## src/rtl/dist_mem_arbiter.sv

```systemverilog
// dist_mem_arbiter
// Shares one single-port distance/predecessor memory among three requesters
// (0: Bellman-Ford sequencer, 1: path readback, 2: host debug). It makes at
// most one round-robin grant per cycle. A requester can lock the memory for
// multi-cycle bursts, and a watchdog forces the lock off after LOCK_MAX
// cycles. Read data returns to the issuing port through a tag pipeline.
//
// Ports
//   i_clk, i_rst                clock, synchronous active-high reset
//   i_req/i_lock/i_we [2:0]     per-port request, lock, write enable
//   i_addr0..2, i_wdata0..2     per-port address and write data
//   o_gnt [2:0]                 one-hot grant (combinational)
//   o_rvalid [2:0], o_rdata     registered read return
//   o_mem_en/we/addr/wdata      memory strobe and muxed command
//   i_mem_rdata                 memory read data, RD_LAT cycles after strobe
//   o_busy                      locked, or a read is in flight
//   o_lock_timeout              sticky watchdog flag
module dist_mem_arbiter #(
   parameter int AW       = 13,
   parameter int DW       = 128,
   parameter int RD_LAT   = 1,
   parameter int LOCK_MAX = 64
) (
   input  logic          i_clk,
   input  logic          i_rst,
   input  logic [2:0]    i_req,
   input  logic [2:0]    i_lock,
   input  logic [2:0]    i_we,
   input  logic [AW-1:0] i_addr0,
   input  logic [AW-1:0] i_addr1,
   input  logic [AW-1:0] i_addr2,
   input  logic [DW-1:0] i_wdata0,
   input  logic [DW-1:0] i_wdata1,
   input  logic [DW-1:0] i_wdata2,
   output logic [2:0]    o_gnt,
   output logic [2:0]    o_rvalid,
   output logic [DW-1:0] o_rdata,
   output logic          o_mem_en,
   output logic          o_mem_we,
   output logic [AW-1:0] o_mem_addr,
   output logic [DW-1:0] o_mem_wdata,
   input  logic [DW-1:0] i_mem_rdata,
   output logic          o_busy,
   output logic          o_lock_timeout
);

   localparam int LCW = (LOCK_MAX > 1) ? $clog2(LOCK_MAX) : 1;

   typedef enum logic {ST_IDLE, ST_LOCKED} state_t;

   state_t           r_state, w_state_n;
   logic [1:0]       r_ptr, w_ptr_n;
   logic [1:0]       r_own, w_own_n;
   logic [LCW-1:0]   r_lcnt, w_lcnt_n;
   logic [2:0]       r_mask, w_mask_n;
   logic             r_tout, w_tout_n;

   logic [1:0]       w_p1, w_p2, w_own_p1, w_idx_p1;
   logic [1:0]       w_idx;
   logic             w_any;
   logic             w_rd_issue;

   logic [RD_LAT-1:0] r_pv;
   logic [1:0]        r_pid [RD_LAT];
   logic [2:0]        r_rvalid;
   logic [DW-1:0]     r_rdata;

   // Arbitration: the owner alone while locked, else round-robin from r_ptr
   always_comb begin
      w_p1     = (r_ptr == 2'd2) ? 2'd0 : r_ptr + 2'd1;
      w_p2     = (w_p1 == 2'd2) ? 2'd0 : w_p1 + 2'd1;
      w_own_p1 = (r_own == 2'd2) ? 2'd0 : r_own + 2'd1;
      w_any    = 1'b0;
      w_idx    = r_ptr;
      if (r_state == ST_LOCKED) begin
         w_idx = r_own;
         w_any = i_req[r_own];
      end else if (i_req[r_ptr]) begin
         w_idx = r_ptr;
         w_any = 1'b1;
      end else if (i_req[w_p1]) begin
         w_idx = w_p1;
         w_any = 1'b1;
      end else if (i_req[w_p2]) begin
         w_idx = w_p2;
         w_any = 1'b1;
      end
      w_idx_p1 = (w_idx == 2'd2) ? 2'd0 : w_idx + 2'd1;
   end

   always_comb begin
      o_gnt       = '0;
      o_mem_en    = w_any;
      o_mem_we    = 1'b0;
      o_mem_addr  = '0;
      o_mem_wdata = '0;
      if (w_any) begin
         o_gnt    = 3'(3'b001 << w_idx);
         o_mem_we = i_we[w_idx];
         case (w_idx)
            2'd0:    begin o_mem_addr = i_addr0; o_mem_wdata = i_wdata0; end
            2'd1:    begin o_mem_addr = i_addr1; o_mem_wdata = i_wdata1; end
            default: begin o_mem_addr = i_addr2; o_mem_wdata = i_wdata2; end
         endcase
      end
   end

   assign w_rd_issue = w_any & ~i_we[w_idx];

   // Next-state. A forced release takes priority over a simultaneous normal
   // release, so its mask set wins over the lock=0 clear for that cycle.
   always_comb begin
      w_state_n = r_state;
      w_ptr_n   = r_ptr;
      w_own_n   = r_own;
      w_lcnt_n  = r_lcnt;
      w_mask_n  = r_mask & i_lock;
      w_tout_n  = r_tout;
      case (r_state)
         ST_IDLE: begin
            if (w_any) begin
               if (i_lock[w_idx] && !r_mask[w_idx]) begin
                  w_state_n = ST_LOCKED;
                  w_own_n   = w_idx;
                  w_lcnt_n  = '0;
               end else begin
                  w_ptr_n = w_idx_p1;
               end
            end
         end
         default: begin
            w_lcnt_n = r_lcnt + 1'b1;
            if (r_lcnt == LCW'(LOCK_MAX - 1)) begin
               w_state_n       = ST_IDLE;
               w_ptr_n         = w_own_p1;
               w_tout_n        = 1'b1;
               w_mask_n[r_own] = 1'b1;
            end else if (!i_lock[r_own]) begin
               w_state_n = ST_IDLE;
               w_ptr_n   = w_own_p1;
            end
         end
      endcase
   end

   always_ff @(posedge i_clk) begin
      if (i_rst) begin
         r_state <= ST_IDLE;
         r_ptr   <= '0;
         r_own   <= '0;
         r_lcnt  <= '0;
         r_mask  <= '0;
         r_tout  <= 1'b0;
      end else begin
         r_state <= w_state_n;
         r_ptr   <= w_ptr_n;
         r_own   <= w_own_n;
         r_lcnt  <= w_lcnt_n;
         r_mask  <= w_mask_n;
         r_tout  <= w_tout_n;
      end
   end

   // Read tag pipeline: stage RD_LAT-1 lines up with i_mem_rdata
   always_ff @(posedge i_clk) begin
      if (i_rst) begin
         r_pv     <= '0;
         r_rvalid <= '0;
         r_rdata  <= '0;
         for (int unsigned i = 0; i < RD_LAT; i++) r_pid[i] <= '0;
      end else begin
         r_pv[0]  <= w_rd_issue;
         r_pid[0] <= w_idx;
         for (int unsigned i = 1; i < RD_LAT; i++) begin
            r_pv[i]  <= r_pv[i-1];
            r_pid[i] <= r_pid[i-1];
         end
         r_rvalid <= r_pv[RD_LAT-1] ? 3'(3'b001 << r_pid[RD_LAT-1]) : 3'b000;
         if (r_pv[RD_LAT-1]) r_rdata <= i_mem_rdata;
      end
   end

   assign o_rvalid       = r_rvalid;
   assign o_rdata        = r_rdata;
   assign o_busy         = (r_state == ST_LOCKED) | (|r_pv);
   assign o_lock_timeout = r_tout;

endmodule
```

## config.mk

```make
export PLATFORM = sky130hd
export DESIGN_NAME = dist_mem_arbiter
export DESIGN_NICKNAME = d
export VERILOG_FILES = /design/src/rtl/dist_mem_arbiter.sv
export SDC_FILE = /design/constraint.sdc
export NUM_CORES = 1
export LEC_CHECK = 0
export BUFFER_PORTS_ARGS = -buffer_cell sky130_fd_sc_hd__buf_4
export CORE_AREA = 5 5 328 330
export CTS_BUF_LIST = sky130_fd_sc_hd__clkbuf_16
export CTS_CLUSTER_DIAMETER = 30
export DETAILED_ROUTE_END_ITERATION = 16
export DIE_AREA = 0 0 333 335
export MAX_ROUTING_LAYER = met4
export SYNTH_ARGS = -nofsm -noshare
export SYNTH_HDL_FRONTEND = slang
export SYNTH_SLANG_ARGS = --single-unit
export TNS_END_PERCENT = 5
```

## constraint.sdc

```tcl
create_clock -name i_clk -period 3.4 [get_ports i_clk]
set_input_delay 0.68 -clock i_clk [delete_from_list [all_inputs] [get_ports i_clk]]
set_output_delay 0.68 -clock i_clk [all_outputs]
set_load 0.1 [all_outputs]
```

==> results.yml <==
sta:
  whs_ns: 0.437
  tns_ns: -0.0821
  finalClockSkew_ns: 0.0178
  final-setup-viol-count: 5
  drv_slew: 0
  rsz0062_at_grt: "true"
  tightestPinTransition_ns: 0.744
  min_period_over_period_pct: 101
  hold_viol: 0
  slew_headroom_pct: 50.4
  max_freq_mhz: 292
  setup_ws_ns: -0.0290
  fin_crit_ns: 3.43
critical_path:
  crit_arrival_ns: 2.75
  cp.required_ns: 2.72
  regToRegEndpoint: "r_own[0]"
  start_kind: "input port"
  rr_startpoint: "r_ptr[0]"
  cp_max_fo: 18
  critPathCaptureType: "output pin"
  path_class: "in -> out"
  r2r_cells: 9
  reg2reg_slack_ns: 1.18
logic_synthesis:
  synth_area_mm2: 0.00889
  synth_top_area_cell: "dfxtp_1"
  synthArstFlopShare_pct: 0
  ys_dominant_reg_cell: "dfxtp_1"
  syn_nets: 1775
  synthTopCellsByArea: "dfxtp_1 (34%), mux2i_1 (15%), a311oi_1 (14%), nand2_1 (13%), nor2_1 (12%)"
  synthCells: 1212
  yosys_warnings: 0
  synth-seq-cells: 149
  ys_seq_area_share_pct: 33.6
  synth.distinct_cells: 50
  synthDominantCellAreaShare_pct: 33.6
  synth_edf_count: 0
  avgSynthCellArea_um2: 7.33
status:
  status: "finished, violations left"
  violations: "negative setup slack"
global_route:
  grt_pass1_vias: 13300
  grtUsageTotal_pct: 14.2
  antenna_found_initial: 22
  grt_pass1_wl_um: 108000
  overflow: 0
  grt_max_degree: 90
floorplan:
  initial_core_util_pct: 8.51
  fp.coreArea_mm2: 0.105
  ios: 841
  placementRows: 119
  fp.dieH_um: 335
  dieArea_mm2: 0.112
  fp.dieW_um: 333
detailed_routing:
  dr.pass1.iters: 7
  ant_nets: 0
  drt_iter0_drc: 748
  vias: 13000
  wl_um: 82100
  viasPerCell: 3.71
  wire_per_inst_um: 23.4
  drc: 0
clock_network:
  cts-htree-levels: 4
  clock-sinks: 149
  clock_latency_ns: 0.48
  clk_pin_slew_ns: 0.07
  cts-root-buf: "clkbuf_16"
  cts_tree: "built"
  hold_buffers: 0
  cts_buffers: 17
  clockBufferDepth: 2
worst_hold_path:
  hold_start: "i_mem_rdata[21]"
  hold_end: "o_rdata[21]"
  hp-class: "in -> reg"
  holdPathStages: 3
placed_design:
  dp_hpwl_um: 68900
  place_congestion: 1.01
  dp_cells: 3439
  port_buffers: 840
cells_and_area:
  final_core_util_pct: 19.9
  area_delta_synth_final_pct: 134
  final_cells: 3505
  nets: 2650
  drive_above_1_share_pct: 56.2
job:
  drv_cap: 0
==> synth_stat cells (2+ instances only) <==
cell,count
nand2_1,297
nor2_1,281
dfxtp_1,149
a311oi_1,141
mux2i_1,130
clkbuf_1,53
buf_2,34
buf_1,24
inv_1,8
nand2b_1,8
nor3_1,7
a21oi_1,5
nor2b_1,5
a31oi_1,4
nand3b_1,4
nand4_1,4
o211a_1,4
o211ai_1,4
mux2_1,3
nand3_1,3
a21boi_0,2
a21o_1,2
a21oi_2,2
and2_1,2
and3_1,2
buf_4,2
nor4b_1,2
nor4bb_1,2
o2111ai_1,2
o21a_1,2
o21ai_0,2
o311ai_1,2
o41ai_1,2
or2_2,2
==> worst max-delay path by stage <==
stage                     startpoint              end  slack [ns]  cells past startpoint
after global routing        r_ptr[0]  o_mem_wdata[94]       -0.11                     10
after floorplan             i_req[2]  o_mem_wdata[19]       -0.39                      8
after CTS                   r_ptr[0]  o_mem_wdata[94]       -0.07                     10
after global placement      i_req[1]  o_mem_wdata[62]       -0.24                      9
final                       i_req[2]   o_mem_wdata[6]       -0.03                     10
after detailed placement    i_req[1]  o_mem_wdata[62]       -0.25                      9
==> worst max-delay path: stages <==
cell and delay, ns:
buf_4 0.14, nor3b_2 0.24, a31oi_4 0.08, nand2_4 0.20, and2_4 0.29, buf_12 0.19, buf_4 0.16, nand2_1 0.08
a311oi_4 0.37, buf_12 0.23
==> cell type report <==
| cell class | instances | area (µm²) |
|---|---|---|
| Antenna cell | 14 | 35.0 |
| Clock buffer | 17 | 425 |
| Clock inverter | 15 | 158 |
| Fill cell | 11700 | 83700 |
| Inverter | 8 | 30.0 |
| Multi-Input combinational cell | 943 | 6670 |
| Sequential cell | 149 | 2990 |
| Tap cell | 1391 | 1740 |
| Timing Repair Buffer | 968 | 8730 |
==> kinds of logic (layout without fill, tap and decap cells) <==
| logic type | count (synthesis) | in the layout | synth area share (%) |
|---|---|---|---|
| other | 0 | 14 | 0 |
| buffers and inverters | 122 | 1008 | 5.80 |
| AO/OA/AOI/OAI | 180 | 180 | 17.4 |
| flip-flops | 149 | 149 | 33.6 |
| multiplexers | 134 | 134 | 15.1 |
| adder cells (fa/ha/maj) | 1 | 1 | 0.141 |
| AND/OR/NAND/NOR | 625 | 627 | 27.9 |
| XOR/XNOR | 1 | 1 | 0.0985 |
==> flip-flops by register name, summed over array words and instances (netlist names) <==
name            count
o_lock_timeout      1
o_rdata           128
o_rvalid            3
r_lcnt              6
r_mask              3
r_own               2
r_pid               2
r_ptr               2
r_pv                1
r_state             1
==> per-layer routing <==
layer,track usage [%],vias to the layer above,wire [µm]
li1,-,6012,-
met1,15.9,6265,32000
met2,24.2,657,40900
met3,4.88,65,7100
met4,3.79,0,2070
met5,-,-,0
==> what timing repair did <==
item                       CTS  global route
resized for setup           90            60
buffers inserted            12             3
pin swaps                   20            27
setup endpoints to repair  143           131
cloned                       3             2
==> layout by cell type (no fill, tap or decap), types with 3 or more instances in the layout <==
cell type,count
dfxtp_1,144
nor2_1,277
nand2_8,3
dfxtp_2,3
nand2_2,8
inv_6,5
buf_6,79
nand4_1,4
a311oi_2,120
mux2i_1,130
buf_8,3
o211a_1,4
a311oi_4,21
nand2b_1,6
nand3b_1,4
buf_4,796
clkbuf_16,19
nand3_1,3
mux2_1,3
nor3_1,5
o211ai_1,4
nor2b_1,4
inv_1,7
a21oi_1,5
buf_12,87
nor2_2,4
nand2_1,288
inv_8,3
diode_2,14
==> metrics by stage <==
stage / worst slack, ns / instance area (µm²)
floorplan: -0.393 / 9890
global placement: -0.236 / 19300
detailed placement: -0.245 / 19300
CTS: -0.0715 / 20400
global route: -0.115 / 20800
finish: -0.0290 / 20800
Power is not shown: default switching activity piles up to over one toggle a cycle in this logic, so the estimate is an artifact.
